File: config.mk
export PLATFORM = sky130hd
export DESIGN_NAME = piece_queue
export DESIGN_NICKNAME = d
export VERILOG_FILES = /design/src/rtl/piece_queue.sv
export SDC_FILE = /design/constraint.sdc
export NUM_CORES = 1
export LEC_CHECK = 0
export ABC_AREA = 0
export BUFFER_PORTS_ARGS = -buffer_cell sky130_fd_sc_hd__buf_2
export CORE_ASPECT_RATIO = 2
export CORE_MARGIN = 2
export CORE_UTILIZATION = 28
export CTS_CLUSTER_DIAMETER = 60
export DETAILED_ROUTE_END_ITERATION = 10
export GPL_TIMING_DRIVEN = 0
export PLACE_DENSITY_LB_ADDON = 0.3
export SKIP_CTS_REPAIR_TIMING = 1
export SYNTH_ARGS = -nofsm -noshare
export SYNTH_HDL_FRONTEND = slang
export SYNTH_SLANG_ARGS = --single-unit
File: constraint.sdc
create_clock -name clka -period 1.62 [get_ports clka]
set_input_delay 0.243 -clock clka [delete_from_list [all_inputs] [get_ports clka]]
set_output_delay 0.243 -clock clka [all_outputs]
set_load 0.02 [all_outputs]
File: src/rtl/piece_queue.sv
// Piece queue: samples the random piece selector into a DEPTH-entry shift queue with
// an anti-repeat rule, and hands the head piece to the game FSM via valid/request.
module piece_queue #(
  parameter int unsigned DEPTH = 4,
  parameter int unsigned CW    = 4
) (
  input  logic          clka,
  input  logic          restart,
  input  logic [1:0]    random,
  input  logic          start,
  input  logic          game_over,
  input  logic          spawn_req,
  output logic          spawn_valid,
  output logic [1:0]    spawn_piece,
  output logic [1:0]    next_piece,
  output logic [CW-1:0] count,
  output logic [7:0]    issued,
  output logic          busy
);

  localparam logic [1:0] StIdle  = 2'd0;
  localparam logic [1:0] StFill  = 2'd1;
  localparam logic [1:0] StReady = 2'd2;

  logic [1:0]    r_state;
  logic [1:0]    r_queue [DEPTH];
  logic [CW-1:0] r_count;
  logic [7:0]    r_issued;
  logic [1:0]    r_last;
  logic          r_last_valid;

  logic [1:0]    w_state_d;
  logic [1:0]    w_queue_d [DEPTH];
  logic [CW-1:0] w_count_d;
  logic [7:0]    w_issued_d;
  logic [1:0]    w_last_d;
  logic          w_last_valid_d;
  logic [1:0]    w_push;

  // Anti-repeat: bump the sample by one when it would duplicate the previous push.
  assign w_push = (r_last_valid && (random == r_last)) ? random + 2'd1 : random;

  always_comb begin
    w_state_d      = r_state;
    w_queue_d      = r_queue;
    w_count_d      = r_count;
    w_issued_d     = r_issued;
    w_last_d       = r_last;
    w_last_valid_d = r_last_valid;

    if (game_over) begin
      // issued is held so the score survives the end of the game
      w_state_d      = StIdle;
      for (int unsigned i = 0; i < DEPTH; i++) begin
        w_queue_d[i] = 2'd0;
      end
      w_count_d      = '0;
      w_last_valid_d = 1'b0;
    end else if (start) begin
      w_state_d      = StFill;
      for (int unsigned i = 0; i < DEPTH; i++) begin
        w_queue_d[i] = 2'd0;
      end
      w_count_d      = '0;
      w_issued_d     = '0;
      w_last_valid_d = 1'b0;
    end else begin
      case (r_state)
        StFill: begin
          for (int unsigned i = 0; i < DEPTH; i++) begin
            if (CW'(i) == r_count) begin
              w_queue_d[i] = w_push;
            end
          end
          w_count_d      = r_count + 1'b1;
          w_last_d       = w_push;
          w_last_valid_d = 1'b1;
          if (r_count == CW'(DEPTH - 1)) begin
            w_state_d = StReady;
          end
        end
        StReady: begin
          if (spawn_req) begin
            for (int unsigned i = 0; i < DEPTH - 1; i++) begin
              w_queue_d[i] = r_queue[i+1];
            end
            w_queue_d[DEPTH-1] = w_push;
            w_issued_d         = r_issued + 8'd1;
            w_last_d           = w_push;
            w_last_valid_d     = 1'b1;
          end
        end
        StIdle: begin
          w_state_d = StIdle;
        end
        default: begin
          w_state_d = StIdle;
        end
      endcase
    end
  end

  always_ff @(posedge clka or posedge restart) begin
    if (restart) begin
      r_state      <= StIdle;
      for (int unsigned i = 0; i < DEPTH; i++) begin
        r_queue[i] <= 2'd0;
      end
      r_count      <= '0;
      r_issued     <= '0;
      r_last       <= 2'd0;
      r_last_valid <= 1'b0;
    end else begin
      r_state      <= w_state_d;
      for (int unsigned i = 0; i < DEPTH; i++) begin
        r_queue[i] <= w_queue_d[i];
      end
      r_count      <= w_count_d;
      r_issued     <= w_issued_d;
      r_last       <= w_last_d;
      r_last_valid <= w_last_valid_d;
    end
  end

  assign spawn_valid = (r_state == StReady);
  assign busy        = (r_state == StFill);
  assign spawn_piece = r_queue[0];
  assign next_piece  = r_queue[1];
  assign count       = r_count;
  assign issued      = r_issued;

endmodule

==> flow_summary.ini <==
[drt]
ant_nets = 0
drtIter0Drc = 5
via_per_inst = 4.95
vias = 1194
wl_mm = 3.28
dr.pass1.iters = 3
drt_drc_violations_left = 0
wl_per_cell_um = 13.6

[logic_synthesis]
synth_area_mm2 = 0.00141
synth_area_leaders = dfrtp_1 44%, ha_1 6.2%, a32o_1 5.0%, nand2_1 4.5%, mux2i_1 4.3%
synthArstFlopShare = 1.00
syn_inst = 147
yosys.cell_count.top_type = dfrtp_1
synth_common_cells = 25 x dfrtp_1, 17 x nand2_1, 13 x nor2_1
ys_warn_count = 0
synth_nets = 161
ys_types = 31
synth_edf_count = 0
synth-seq-cells = 25
ys.flop_type = dfrtp_1
synth.yosys.seq_area_share = 0.444
syn-mean-instance-area_um2 = 9.58
synth_top_area_share = 0.444
synth_top_cell_by_area = dfrtp_1

[flow_run]
max_cap_violations = 0

[global_route]
grt_pass1_wl_mm = 5.37
grtUsageTotal = 0.128
grt_max_degree = 26
grt_pass1_vias = 1136
grt_remaining_overflow = 0
antenna_found_initial = 0

[power]
p_leak_nw = 0.876
swShare = 0.278
seqPwrFrac = 0.526
p_comb_frac = 0.178
power_density_mw_per_mm2 = 714
totalPowerFinal_mw = 1.29
switchingPower_mw = 0.359
internal-power_mw = 0.934
peakVddDrop_mv = 0.394
p_clk_frac = 0.296

[die]
start_util = 0.289
io_pins = 25
dieArea_mm2 = 0.00564
die_w_um = 54.1
row_count = 36
coreArea_mm2 = 0.00486
die_h_um = 104

[critical_path]
criticalPathCategory = reg -> reg
arrival_ns = 1.77
cp-start-kind = register
required_ns = 1.79
r2r_cells = 5
r2r_setup_slack_ns = 0.02
cp_max_fo = 4
worst_setup_path_end_kind = register
reg2reg_to = r_queue[2]$_DFFE_PP0P_
r2r-start = r_state[1]$_DFFE_PP0P_

[finish]
stdcell_count = 241
drive_above_1_share = 0.315
final_area_mm2 = 0.00181
insertedDiodeCount = 0
postLayoutCoreUtil = 0.372
area_growth_pct = 28.7
layout.nets = 199

[timing]
relSlewSlack = 0.336
setup_viol = 0
period_share = 0.987
rsz0062_at_grt = true
hold_viol = 0
clock_skew_ns = 0.00437
worstMarginPinSlew_ns = 0.994
fin_crit_ns = 1.60
slew_viol_final = 0
finalWorstSetupSlack_ns = 0.0219
fmax_ghz = 0.626
fin_setup_tns_ns = 0
holdWs_ns = 0.189

[cts]
cts_tree = built
h-tree-depth = 1
clk_pin_slew_ns = 0.09
cts_sinks = 25
clockBufferDepth = 2
cts-root-buf = clkbuf_8
insertion_delay_ns = 0.27
numCtsBuffers = 3

[placed_design]
port_buffers = 24
place_ws_ns = -0.203
dpl-instance-area_mm2 = 0.00164
gp_congestion = 0.721
dp_cells = 228
dp_hpwl_mm = 2.42

[outcome]
status = complete, no violations

[hold_path]
hp-class = in -> async
==> layer usage <==
metal  track usage  part of all wire  up-vias
li1              -                 -      582
met1         0.148              0.39      587
met2         0.223              0.57       20
met3        0.0172             0.023        5
met4        0.0482             0.020        0
met5             0                 0        -
==> worst max-delay path by stage <==
stage / from / to / slack, ns / cells after the start
after floorplan: r_state[0]$_DFFE_PP0P_ / r_last[0]$_DFFE_PP0P_ / -0.05 / 6
after global placement: r_state[0]$_DFFE_PP0P_ / r_queue[0]$_DFFE_PP0P_ / -0.21 / 7
after detailed placement: r_state[0]$_DFFE_PP0P_ / r_queue[0]$_DFFE_PP0P_ / -0.20 / 7
after CTS: r_state[0]$_DFFE_PP0P_ / r_queue[0]$_DFFE_PP0P_ / -0.22 / 7
after global routing: r_state[0]$_DFFE_PP0P_ / r_last[0]$_DFFE_PP0P_ / -0.03 / 6
final: r_state[1]$_DFFE_PP0P_ / r_queue[2]$_DFFE_PP0P_ / 0.02 / 5
==> cells by family (layout without fill, tap and decap cells) <==
kind of cell | after synthesis | after routing | synth area share
compound gates | 34 | 34 | 0.162
mux | 7 | 7 | 0.0533
simple gates | 49 | 49 | 0.174
flops | 25 | 25 | 0.444
xor+xnor | 7 | 7 | 0.0436
buf+inv | 18 | 55 | 0.0605
fa+ha+maj | 7 | 7 | 0.0622
==> power by group through the flow <==
stage,logic [mW],registers [mW],clock network (mW)
floorplan,0.153,0.687,0
global placement,0.206,0.691,0
detailed placement,0.208,0.692,0
CTS,0.210,0.680,0.390
global route,0.255,0.684,0.422
finish,0.230,0.680,0.382
==> state kept, by name (all words and copies together), names as in the netlist <==
register      cells
count             4
r_last            2
spawn_piece       2
r_last_valid      1
issued            8
r_queue           4
r_state           2
next_piece        2
==> cell type report <==
| cell class | instances | area [um^2] |
|---|---|---|
| clock buffer | 4 | 45.0 |
| timing repair buffer | 34 | 221 |
| multi-input combinational | 104 | 766 |
| fill | 530 | 3050 |
| tap | 57 | 71.3 |
| sequential | 25 | 627 |
| inverter | 10 | 37.5 |
| buffer | 7 | 43.8 |
==> cell usage in the layout (no fill, tap or decap), types with 2 or more instances in the layout <==
| cell | synthesis | layout |
|---|---|---|
| a21o_1 | 5 | 4 |
| a21oi_1 | 6 | 4 |
| a21oi_2 | 0 | 2 |
| a32o_1 | 7 | 7 |
| buf_2 | 2 | 25 |
| buf_4 | 4 | 11 |
| buf_6 | 0 | 3 |
| clkbuf_1 | 2 | 2 |
| clkbuf_8 | 0 | 3 |
| dfrtp_1 | 25 | 24 |
| ha_1 | 7 | 5 |
| ha_4 | 0 | 2 |
| inv_1 | 10 | 8 |
| inv_2 | 0 | 2 |
| mux2i_1 | 6 | 6 |
| nand2_1 | 17 | 17 |
| nand3_1 | 5 | 5 |
| nand4_1 | 2 | 2 |
| nor2_1 | 13 | 13 |
| nor2b_1 | 3 | 2 |
| nor3b_1 | 2 | 2 |
| o21ai_0 | 8 | 7 |
| o21ai_1 | 5 | 5 |
| xnor2_1 | 5 | 5 |
| xor2_1 | 2 | 2 |
==> worst max-delay path: stages, from the launching register on <==
cell     delay, ns
dfrtp_2       0.45
inv_2         0.07
ha_4          0.13
or3b_4        0.40
a21o_1        0.20
a32o_1        0.25
(Power assumes the default switching activity.)
